===== src/rtl/ctrl_pipe.sv =====
// Pipeline control-bundle registers (ID/EX, EX/MEM, MEM/WB) with load-use stall and branch/jump flush.
// Define CTRL_PIPE_EVENT_CNT_EN to build the saturating stall/flush event counters.
module ctrl_pipe #(
  parameter int unsigned CNT_W = 16
) (
  input  logic             Clk,
  input  logic             Reset,
  input  logic [8:0]       EX_id,
  input  logic [4:0]       M_id,
  input  logic [3:0]       WB_id,
  input  logic             ID_id,
  input  logic [4:0]       Rs_id,
  input  logic [4:0]       Rt_id,
  input  logic             BranchTaken_mem,
  output logic [8:0]       EX_ex,
  output logic [4:0]       M_ex,
  output logic [3:0]       WB_ex,
  output logic [4:0]       M_mem,
  output logic [3:0]       WB_mem,
  output logic [3:0]       WB_wb,
  output logic             PCWrite,
  output logic             IFIDWrite,
  output logic             IFFlush,
  output logic [CNT_W-1:0] StallCnt,
  output logic [CNT_W-1:0] FlushCnt
);

  localparam int unsigned EX_W  = 9;
  localparam int unsigned M_W   = 5;
  localparam int unsigned WB_W  = 4;
  localparam int unsigned REG_W = 5;
  localparam int unsigned MEM_READ_BIT = 3;

  logic [EX_W-1:0]  ex_ex_q,  ex_ex_d;
  logic [M_W-1:0]   m_ex_q,   m_ex_d;
  logic [WB_W-1:0]  wb_ex_q,  wb_ex_d;
  logic [REG_W-1:0] rt_ex_q,  rt_ex_d;
  logic [M_W-1:0]   m_mem_q,  m_mem_d;
  logic [WB_W-1:0]  wb_mem_q, wb_mem_d;
  logic [WB_W-1:0]  wb_wb_q,  wb_wb_d;

  logic stall;
  logic stall_eff;
  logic flush;

  // Load in EX whose destination is read by the instruction in decode.
  always_comb begin
    stall = 1'b0;
    if (m_ex_q[MEM_READ_BIT] && (rt_ex_q != REG_W'(0)) &&
        ((rt_ex_q == Rs_id) || (rt_ex_q == Rt_id))) begin
      stall = 1'b1;
    end
  end

  assign flush     = BranchTaken_mem;
  assign stall_eff = stall & ~flush;

  // Fetch-stage controls; a taken branch overrides any stall.
  always_comb begin
    PCWrite   = 1'b1;
    IFIDWrite = 1'b1;
    IFFlush   = 1'b0;
    if (flush) begin
      IFFlush = 1'b1;
    end else if (stall) begin
      PCWrite   = 1'b0;
      IFIDWrite = 1'b0;
    end else if (ID_id) begin
      IFFlush = 1'b1;
    end
  end

  // Next state of the control bundles; MEM/WB always advances so MEM still writes back.
  always_comb begin
    ex_ex_d  = EX_id;
    m_ex_d   = M_id;
    wb_ex_d  = WB_id;
    rt_ex_d  = Rt_id;
    m_mem_d  = m_ex_q;
    wb_mem_d = wb_ex_q;
    wb_wb_d  = wb_mem_q;
    if (flush || stall_eff) begin
      ex_ex_d = '0;
      m_ex_d  = '0;
      wb_ex_d = '0;
      rt_ex_d = '0;
    end
    if (flush) begin
      m_mem_d  = '0;
      wb_mem_d = '0;
    end
  end

  always_ff @(posedge Clk or posedge Reset) begin
    if (Reset) begin
      ex_ex_q  <= '0;
      m_ex_q   <= '0;
      wb_ex_q  <= '0;
      rt_ex_q  <= '0;
      m_mem_q  <= '0;
      wb_mem_q <= '0;
      wb_wb_q  <= '0;
    end else begin
      ex_ex_q  <= ex_ex_d;
      m_ex_q   <= m_ex_d;
      wb_ex_q  <= wb_ex_d;
      rt_ex_q  <= rt_ex_d;
      m_mem_q  <= m_mem_d;
      wb_mem_q <= wb_mem_d;
      wb_wb_q  <= wb_wb_d;
    end
  end

  assign EX_ex  = ex_ex_q;
  assign M_ex   = m_ex_q;
  assign WB_ex  = wb_ex_q;
  assign M_mem  = m_mem_q;
  assign WB_mem = wb_mem_q;
  assign WB_wb  = wb_wb_q;

`ifdef CTRL_PIPE_EVENT_CNT_EN
  logic [CNT_W-1:0] stall_cnt_q, stall_cnt_d;
  logic [CNT_W-1:0] flush_cnt_q, flush_cnt_d;

  // Saturating event counters.
  always_comb begin
    stall_cnt_d = stall_cnt_q;
    flush_cnt_d = flush_cnt_q;
    if (stall_eff && (stall_cnt_q != '1)) begin
      stall_cnt_d = stall_cnt_q + CNT_W'(1);
    end
    if (flush && (flush_cnt_q != '1)) begin
      flush_cnt_d = flush_cnt_q + CNT_W'(1);
    end
  end

  always_ff @(posedge Clk or posedge Reset) begin
    if (Reset) begin
      stall_cnt_q <= '0;
      flush_cnt_q <= '0;
    end else begin
      stall_cnt_q <= stall_cnt_d;
      flush_cnt_q <= flush_cnt_d;
    end
  end

  assign StallCnt = stall_cnt_q;
  assign FlushCnt = flush_cnt_q;
`else
  assign StallCnt = '0;
  assign FlushCnt = '0;
`endif

endmodule


===== config.mk =====
export PLATFORM = sky130hd
export DESIGN_NAME = ctrl_pipe
export DESIGN_NICKNAME = d
export VERILOG_FILES = /design/src/rtl/ctrl_pipe.sv
export SDC_FILE = /design/constraint.sdc
export NUM_CORES = 1
export LEC_CHECK = 0
export CAP_MARGIN = 10
export CORE_ASPECT_RATIO = 0.5
export CORE_UTILIZATION = 29
export CTS_CLUSTER_SIZE = 14
export DETAILED_ROUTE_END_ITERATION = 7
export GPL_TIMING_DRIVEN = 1
export PLACE_DENSITY_LB_ADDON = 0.1
export SLEW_MARGIN = 20
export SYNTH_ARGS = -nofsm -noshare
export SYNTH_HDL_FRONTEND = slang
export SYNTH_SLANG_ARGS = --single-unit

===== constraint.sdc =====
create_clock -name Clk -period 4 [get_ports Clk]
set_clock_uncertainty 0.05 [all_clocks]
set_input_delay 0.8 -clock Clk [delete_from_list [all_inputs] [get_ports Clk]]
set_output_delay 0.8 -clock Clk [all_outputs]
set_load 0.005 [all_outputs]

==> qor.yml, run 1 <==
drt:
  vias_per_cell: 3.87
  post-route-drc-count: 4
  wirelength_mm: 3.58
  ant_nets: 0
  routedWlPerCell_um: 12.1
  dr.pass1.iters: 6
  vias: 1142
  drtIter0Drc: 22
critical_path:
  critPathMaxFanout: 24
  crit_type: "flop to primary output"
  cpMaxStageDelayCell: "or4_1"
  slowest_delay_ns: 0.56
  critPathArrivalTime_ns: 2.43
  crit_chain: "or4_1, o21a_4, nor2b_4, a21oi_2, clkdlybuf4s50_1"
  cp.required_ns: 3.15
  critPathCaptureType: "primary output"
  startpoint_type: "flop"
clock_network:
  path_clk_slew_ns: 0.05
  cts_num_sinks: 36
  cts-root-buf: "clkbuf_16"
  cts_tree: "done"
  postCtsSetupBuffers: 0
  cts_resized: 0
  cts_buffer_depth: 2
  worstSkewPairLatency_ns: 0.27
  htreeDepth: 2
  numCtsBuffers: 5
  hold_buffers: 0
power:
  p_per_area_nw_per_um2: 384
  p_leak_nw: 1.09
  p_total_mw: 0.971
  peakVddDrop_mv: 0.158
yosys:
  synth_area_um2: 1760
  syn_area_per_cell_um2: 11.4
  ys_ff_latch: 36
  synthAdderAreaFrac: 0
  synthCells: 154
  synth_compound_area_frac: 0.129
  yosysUniqueCellTypes: 19
  synth_xor_area_frac: 0.0498
  synth_top_family_by_area: "buffers and inverters"
  synthMuxAreaShare: 0
  yosys.area_share.simple: 0.140
  seq_area_frac_synth: 0.512
  yosys_warnings: 0
final_layout:
  register_area_um2: 901
  fillers: 554
  fin_area_um2: 2520
  multiInputGateArea_um2: 681
  num_antenna_cells: 0
  syn_to_final_growth_pct: 43.4
  drive_gt1_frac: 0.162
  nNetsFinal: 253
sta:
  setup_viol: 0
  holdWs_ns: 0.319
  setup_tns_ns: 0
  slew_headroom: 0.518
  rsz0062_at_grt: "false"
  period_needed_ns: 3.28
  finalMaxSlewViolations: 0
  tightest_slew_ns: 0.722
  min_period_over_period: 0.821
  fmax_ghz: 0.305
  hold_viol_final: 0
floorplanning:
  ios: 98
  die_x_um: 112
  rows: 19
  die_area_um2: 6410
  die_h_um: 57.1
  initial_utilization: 0.311
  core-area_um2: 5660
grt:
  antenna_found_initial: 0
  grt_use_total: 0.120
  overflow: 0
  grt_max_degree: 26
  grt_first_pass_wirelength_mm: 5.80
  grt_pass1_vias: 1220
hold_path:
  min_path_type: "flop to flop"
placed_design:
  io_buffers: 65
  gp_congestion: 0.671
  post-dp-hpwl_mm: 2.61
  place_area_um2: 2360
outcome:
  violations: "DRC"
  status: "finished, violations left"
run:
  cap_violations: 0
==> metal layers <==
metal  global-route usage  share of wire  up-vias
met3               0.0372          0.078        5
li1                     -              -      556
met5                    0              0        -
met2                0.210           0.47       61
met1                0.142           0.44      520
met4               0.0457          0.012        0
==> cell families (layout without fill, tap and decap cells) <==
family	Yosys count	in the layout
AO/OA/AOI/OAI	26	26
XOR/XNOR	10	10
buffers and inverters	41	78
flip-flops	36	36
other	1	32
AND/OR/NAND/NOR	40	40
==> per-stage QoR <==
step,std cells,worst slack (ns),utilization
after floorplan,185,1.29,-
after global placement,287,0.803,0.417
after detailed placement,287,0.790,0.417
after CTS,295,0.700,0.446
after global routing,295,0.626,0.446
final,295,0.716,0.446
==> flip-flops by register name, summed over array words and instances, names as in the netlist <==
register	count
WB_mem	4
EX_ex	9
M_mem	5
M_ex	5
rt_ex_q	5
WB_wb	4
WB_ex	4
==> Yosys cell counts (all sizes together) <==
library cell  count  area share
buf              37        0.16
dfrtp            36        0.51
a21oi            24        0.11
nand2b           23       0.082
nor2b            10       0.040
xnor2            10       0.050
clkbuf            3      0.0064
nand2             3      0.0064
nand3             2      0.0057
conb              1      0.0021
inv               1      0.0021
nor2              1      0.0021
o21a              1      0.0085
o22ai             1      0.0071
or4               1      0.0043
==> worst paths after layout <==
| path | start | to | slack, ns | cells past startpoint |
|---|---|---|---|---|
| setup / recovery | rt_ex_q[1] | IFFlush | 0.72 | 5 |
| hold / removal | WB_mem[2] | WB_wb[2] | 0.32 | 0 |
| setup reg to reg | rt_ex_q[1] | M_ex[4] | 2.36 | 3 |
| hold reg to reg | WB_mem[2] | WB_wb[2] | 0.32 | 0 |
| max in group asynchronous | Reset | WB_wb[1] | 2.27 | 3 |
| min in group asynchronous | Reset | EX_ex[0] | 0.90 | 2 |
==> layout by cell type (no fill, tap or decap), types with 4 or more instances in the layout <==
| master | Yosys | final |
|---|---|---|
| xnor2_1 | 10 | 10 |
| nand2b_1 | 23 | 23 |
| clkdlybuf4s50_1 | 0 | 65 |
| nor2b_1 | 9 | 9 |
| conb_1 | 1 | 32 |
| dfrtp_1 | 36 | 36 |
| clkbuf_16 | 0 | 5 |
| a21oi_2 | 21 | 21 |
| buf_4 | 33 | 4 |
==> area by class of cell <==
class,instances,area share
clock inverter,3,0.0168
timing repair buffer,69,0.270
inverter,1,0.00149
tap,73,0.0362
multi-input combinational,108,0.270
sequential,36,0.357
clock buffer,5,0.0496
==> critical path: cells and delay by family (launching register included) <==
kind / cells / cell delay [ns]
AND/OR/NAND/NOR: 2 / 0.75
AO/OA/AOI/OAI: 2 / 0.50
buffers and inverters: 1 / 0.50
flip-flops: 1 / 0.41
==> power breakdown <==
| part | internal [mW] | switching [mW] | total (mW) |
|---|---|---|---|
| Clock | 0.292 | 0.146 | 0.439 |
| Sequential | 0.382 | 0.00863 | 0.391 |
| Combinational | 0.0796 | 0.0620 | 0.142 |
No activity file was read; power rests on OpenSTA's default activity.
==> run 2, diff against run 1 <==
Clock period 4 ns to 3.1 ns, I/O delays scaled along.
==> run 2 against run 1 <==
- the run still ends with DRC left
- sequential power up 29%
- global-route usage down 0.92 points
- hold slack better by 0.0043 ns
- largest cell class unchanged
- cell count up 0.68%
- via count up 0.61%
- non-clock buffer count up 2
==> qor.yml, run 2 (same netlist as run 1, synthesis figures left out) <==
outcome:
  status: "finished, violations left"
  violations: "DRC"
clock_network:
  hold_buffers: 0  # unchanged
  htreeDepth: 2  # unchanged
  worstSkewPairLatency_ns: 0.27  # about the same
  cts_resized: 0  # unchanged
  cts_tree: "done"
  numCtsBuffers: 5  # unchanged
  cts_buffer_depth: 2  # unchanged
  cts-root-buf: "clkbuf_16"
  cts_num_sinks: 36  # unchanged
  postCtsSetupBuffers: 0  # unchanged
  path_clk_slew_ns: 0.06  # about the same
drt:
  vias_per_cell: 3.87  # about the same
  vias: 1149  # +0.61%
  dr.pass1.iters: 6  # unchanged
  post-route-drc-count: 4  # unchanged
  drtIter0Drc: 43  # +95%
  wirelength_mm: 3.36  # -6.2%
  routedWlPerCell_um: 11.3  # -6.8%
  ant_nets: 0  # unchanged
critical_path:
  crit_type: "flop to primary output"
  critPathArrivalTime_ns: 2.22  # -0.21 ns
  cpMaxStageDelayCell: "or4_1"
  critPathMaxFanout: 3  # -88%
  startpoint_type: "flop"
  path_buf_inv: 1  # unchanged
  critPathCaptureType: "primary output"
  slowest_delay_ns: 0.56  # about the same
  crit_chain: "or4_1, o21a_4, nor2b_4, a21oi_2, clkdlybuf4s50_1"
  cp.required_ns: 2.43  # -0.72 ns
  path_delay_family: "simple AND/OR/NAND/NOR gates"
power:
  p_per_area_nw_per_um2: 464  # +21%
  seq_power_share: 0.431  # +0.029
  p_total_mw: 1.17  # +20%
  pwr-share-comb: 0.158  # +0.012
  power.share.clock: 0.411  # -0.041
  intPower_mw: 0.896  # +19%
  p_sw_frac: 0.234  # +0.0104
  p_leak_nw: 1.08  # -0.35%
  peakVddDrop_mv: 0.221  # +39%
  power_switching_mw: 0.273  # +26%
floorplanning:
  initial_utilization: 0.311  # unchanged
  die_h_um: 57.1  # unchanged
  core-area_um2: 5660  # unchanged
  die_area_um2: 6410  # unchanged
  rows: 19  # unchanged
  ios: 98  # unchanged
  die_x_um: 112  # unchanged
sta:
  fmax_ghz: 0.346
  hold_viol_final: 0  # unchanged
  min_period_over_period: 0.932
  rsz0062_at_grt: "false"
  setup_tns_ns: 0  # unchanged
  setup_viol: 0  # unchanged
  finalMaxSlewViolations: 0  # unchanged
  period_needed_ns: 2.89
final_layout:
  syn_to_final_growth_pct: 43.2
  nNetsFinal: 255  # +0.79%
  num_antenna_cells: 0  # unchanged
  largest_reg_flops: 9  # unchanged
  drive_gt1_frac: 0.170  # +0.00748
  final_common_cell: "clkdlybuf4s50_1"
  final_cells: 297  # +0.68%
  final_cell_mix: "clkdlybuf4s50_1 (65), dfrtp_1 (36), conb_1 (32), nand2b_1 (23), a21oi_2 (21)"
placed_design:
  dp.cells: 289  # +0.70%
  post-dp-hpwl_mm: 2.44  # -6.2%
  io_buffers: 65  # unchanged
  gp_congestion: 0.722  # +7.6%
grt:
  grt_first_pass_wirelength_mm: 5.39  # -7.1%
  grt_pass1_vias: 1141  # -6.5%
  grt_use_total: 0.111  # -0.00919
  overflow: 0  # unchanged
  antenna_found_initial: 0  # unchanged
  grt_max_degree: 37  # +42%
hold_path:
  min_path_type: "flop to flop"
run:
  cap_violations: 0  # unchanged
-- run 2: changes by cell type in the layout (fill, tap and decap cells not counted) --
cell	before	now
clkinvlp_4	1	2
buf_4	4	6
clkinv_4	0	1
clkinv_2	1	0
bufinv_16	1	0
-- run 2: layout make-up --
type                       count  area (um2)
timing repair buffer          71         696
multi-input combinational    108         681
clock inverter                 3        23.8
tap                           73        91.3
fill                         545        3140
inverter                       1        3.75
clock buffer                   5         125
sequential                    36         901
-- run 2: final timing paths --
check / slack, ns / end / startpoint / depth (start not counted)
worst max register to register: 1.34 / EX_ex[8] / rt_ex_q[1] / 4
max in group asynchronous: 1.97 / EX_ex[0] / Reset / 3
worst max-delay path: 0.21 / IFFlush / rt_ex_q[1] / 5
worst min register to register: 0.32 / WB_wb[0] / WB_mem[0] / 0
worst min-delay path: 0.32 / WB_wb[0] / WB_mem[0] / 0
min in group asynchronous: 0.70 / EX_ex[7] / Reset / 3
-- run 2: routing by layer --
layer / vias to the layer above / global-route usage / share of wire
met3: 2 / 0.0414 / 0.084
met2: 61 / 0.190 / 0.47
met4: 0 / 0.0400 / 0.0042
li1: 561 / - / -
met5: - / 0 / 0
met1: 525 / 0.131 / 0.45
-- run 2: stage by stage --
stage / area (um2) / hold slack, ns / setup slack, ns / utilization
6_report: 2520 / 0.323 / 0.211 / 0.446
5_1_grt: 2520 / 0.337 / 0.125 / 0.446
4_1_cts: 2520 / 0.326 / 0.200 / 0.446
3_5_place_dp: 2370 / 0.313 / 0.219 / 0.419
3_3_place_gp: 2370 / 0.309 / 0.259 / 0.419
2_1_floorplan: 1880 / 0.326 / 0.749 / -
-- run 2: power by group through the flow --
stage | logic, mW | registers [mW] | clock network (mW)
after floorplan | 0.114 | 0.514 | 0
after detailed placement | 0.186 | 0.513 | 0
after global placement | 0.186 | 0.512 | 0
final | 0.184 | 0.504 | 0.481
after CTS | 0.187 | 0.504 | 0.498
after global routing | 0.201 | 0.507 | 0.519
==> run 3, diff against run 2 <==
==> constraint.sdc (replaced) <==
create_clock -name Clk -period 3.1 [get_ports Clk]
set_clock_uncertainty 0.05 [all_clocks]
set_input_delay 0.31 -clock Clk [delete_from_list [all_inputs] [get_ports Clk]]
set_output_delay 0.31 -clock Clk [all_outputs]
set_load 0.005 [all_outputs]
==> run 3 against run 2 <==
- sequential power barely moved
- count of clock-buffer cells in the layout up 2
- design area is 0.84% lower
- sequential share of layout area up 0.30 points
- the run still ends with DRC left
- fmax rose by 3.8%
- hold slack lost 0.00099 ns
- non-clock buffer count fell by 3
- global-route usage grew 0.81 points
- critical path type unchanged
- wire length rose by 6.0%
- cell count is 1.0% lower
==> qor.yml, run 3 (same netlist as run 1, synthesis figures left out) <==
outcome:
  status: "finished, violations left"
  violations: "DRC"
hold_path:
  min_path_type: "flop to flop"
  hp-start: "WB_mem[1]"
sta:
  slew_headroom: 0.655
  fmax_ghz: 0.359  # +3.8%
  finalWorstSetupSlack_ns: 0.316  # +0.105 ns
  rsz0062_at_grt: "false"
  period_needed_ns: 2.78  # -0.105 ns
  hold_viol_final: 0  # unchanged
  setup_tns_ns: 0  # unchanged
  min_period_over_period: 0.898  # -0.0340
  tightest_slew_ns: 0.516
  finalMaxSlewViolations: 0  # unchanged
  setup_viol: 0  # unchanged
floorplanning:
  rows: 19  # unchanged
  die_h_um: 57.1  # unchanged
  core-area_um2: 5660  # unchanged
  die_x_um: 112  # unchanged
  initial_utilization: 0.311  # unchanged
  die_area_um2: 6410  # unchanged
  ios: 98  # unchanged
final_layout:
  largest_reg_flops: 9  # unchanged
  nNetsFinal: 252  # -1.2%
  num_antenna_cells: 0  # unchanged
  syn_to_final_growth_pct: 42.0
  final_cell_mix: "clkdlybuf4s50_1 (65), dfrtp_1 (36), conb_1 (32), nand2b_1 (23), a21oi_2 (21)"
  final_common_cell: "clkdlybuf4s50_1"
  drive_gt1_frac: 0.154  # -0.0158
  final_util: 0.442  # -0.00376
drt:
  vias: 1153  # +0.35%
  routedWlPerCell_um: 12.1  # +7.1%
  drtIter0Drc: 38  # -12%
  vias_per_cell: 3.92  # +1.4%
  ant_nets: 0  # unchanged
  post-route-drc-count: 4  # unchanged
  dr.pass1.iters: 5  # -1
  wirelength_mm: 3.56  # +6.0%
critical_path:
  critPathCaptureType: "primary output"
  crit_type: "flop to primary output"
  slowest_delay_ns: 0.55  # about the same
  startpoint_type: "flop"
  crit_chain: "or4_1, o21a_4, nor2b_4, a21oi_2, clkdlybuf4s50_1"
  cp.required_ns: 2.74  # +0.31 ns
  cpMaxStageDelayCell: "or4_1"
  critPathArrivalTime_ns: 2.42  # +0.20 ns
  critPathLaunch: "rt_ex_q[1]"
  r2r_start: "rt_ex_q[0]"
  critPathMaxFanout: 24  # +21
power:
  intPower_mw: 0.915  # +2.1%
  power_switching_mw: 0.274  # +0.43%
  p_sw_frac: 0.231  # -0.00299
  p_leak_nw: 1.07  # -1.0%
  p_total_mw: 1.19  # +1.7%
  seq_power_share: 0.424  # -0.007
  power.share.clock: 0.423  # +0.012
  pwr-share-comb: 0.152  # -0.006
  peakVddDrop_mv: 0.205  # -7.1%
  p_per_area_nw_per_um2: 476  # +2.6%
grt:
  grt.busiest_layer: "met2"
  grt_first_pass_wirelength_mm: 5.64  # +4.6%
  overflow: 0  # unchanged
  grt_pass1_vias: 1105  # -3.2%
  grtUsageMet3: 0.0425  # +0.00106
  use_met2: 0.185  # -0.00444
  grt_max_degree: 37  # unchanged
  grt_use_total: 0.119  # +0.00807
  antenna_found_initial: 0  # unchanged
  grtUsageMet1: 0.146  # +0.0155
clock_network:
  worstSkewPairLatency_ns: 0.28  # about the same
  hold_buffers: 0  # unchanged
  path_clk_slew_ns: 0.05  # about the same
  cts_resized: 0  # unchanged
  cts-root-buf: "clkbuf_16"
  numCtsBuffers: 5  # unchanged
  htreeDepth: 2  # unchanged
  postCtsSetupBuffers: 0  # unchanged
  cts_buffer_depth: 2  # unchanged
  cts_tree: "done"
  cts_num_sinks: 36  # unchanged
placed_design:
  io_buffers: 65  # unchanged
  post-place-ws_ns: 0.608  # +0.390 ns
  post-dp-hpwl_mm: 2.53  # +3.6%
  gp_congestion: 0.761  # +5.3%
run:
  cap_violations: 0  # unchanged
-- run 3: path summary, 6_finish.rpt --
| kind | slack (ns) | end | depth (start not counted) |
|---|---|---|---|
| max | 0.32 | IFFlush | 5 |
| min | 0.32 | WB_wb[1] | 0 |
| max reg2reg | 1.45 | WB_ex[3] | 5 |
| min reg2reg | 0.32 | WB_wb[1] | 0 |
| max in group asynchronous | 2.28 | M_ex[1] | 3 |
| min in group asynchronous | 0.39 | M_mem[4] | 3 |
-- run 3: layout make-up --
cell class / instances / area [um2]
Clock buffer: 7 / 143
Timing Repair Buffer: 68 / 673
Sequential cell: 36 / 901
Multi-Input combinational cell: 108 / 681
Inverter: 1 / 3.75
Tap cell: 73 / 91.3
Fill cell: 543 / 3160
Clock inverter: 1 / 7.51
-- run 3: per-stage QoR --
stage / cells / hold slack (ns) / cell area, um2
6_report: 294 / 0.322 / 2500
2_1_floorplan: 185 / 0.326 / 1880
5_1_grt: 294 / 0.332 / 2500
3_5_place_dp: 286 / 0.311 / 2350
4_1_cts: 294 / 0.324 / 2500
3_3_place_gp: 286 / 0.312 / 2350
-- run 3: power groups by stage --
stage               sequential [mW]  combinational [mW]  clock [mW]
floorplan                     0.514               0.114           0
global placement              0.513               0.183           0
detailed placement            0.514               0.184           0
CTS                           0.505               0.185       0.522
global route                  0.508               0.198       0.540
finish                        0.505               0.181       0.503
-- run 3: routing by layer --
layer	vias up	routed length (um)
li1	558	-
met1	525	1460
met2	62	1710
met3	8	314
met4	0	76
met5	-	0
-- run 3: critical path: cells and delay by family, from the launching register on --
| family | cells | cell delay (ns) |
|---|---|---|
| and+or+nand+nor | 2 | 0.74 |
| AOI/OAI and AO/OA | 2 | 0.49 |
| buffers and inverters | 1 | 0.51 |
| DFF | 1 | 0.40 |
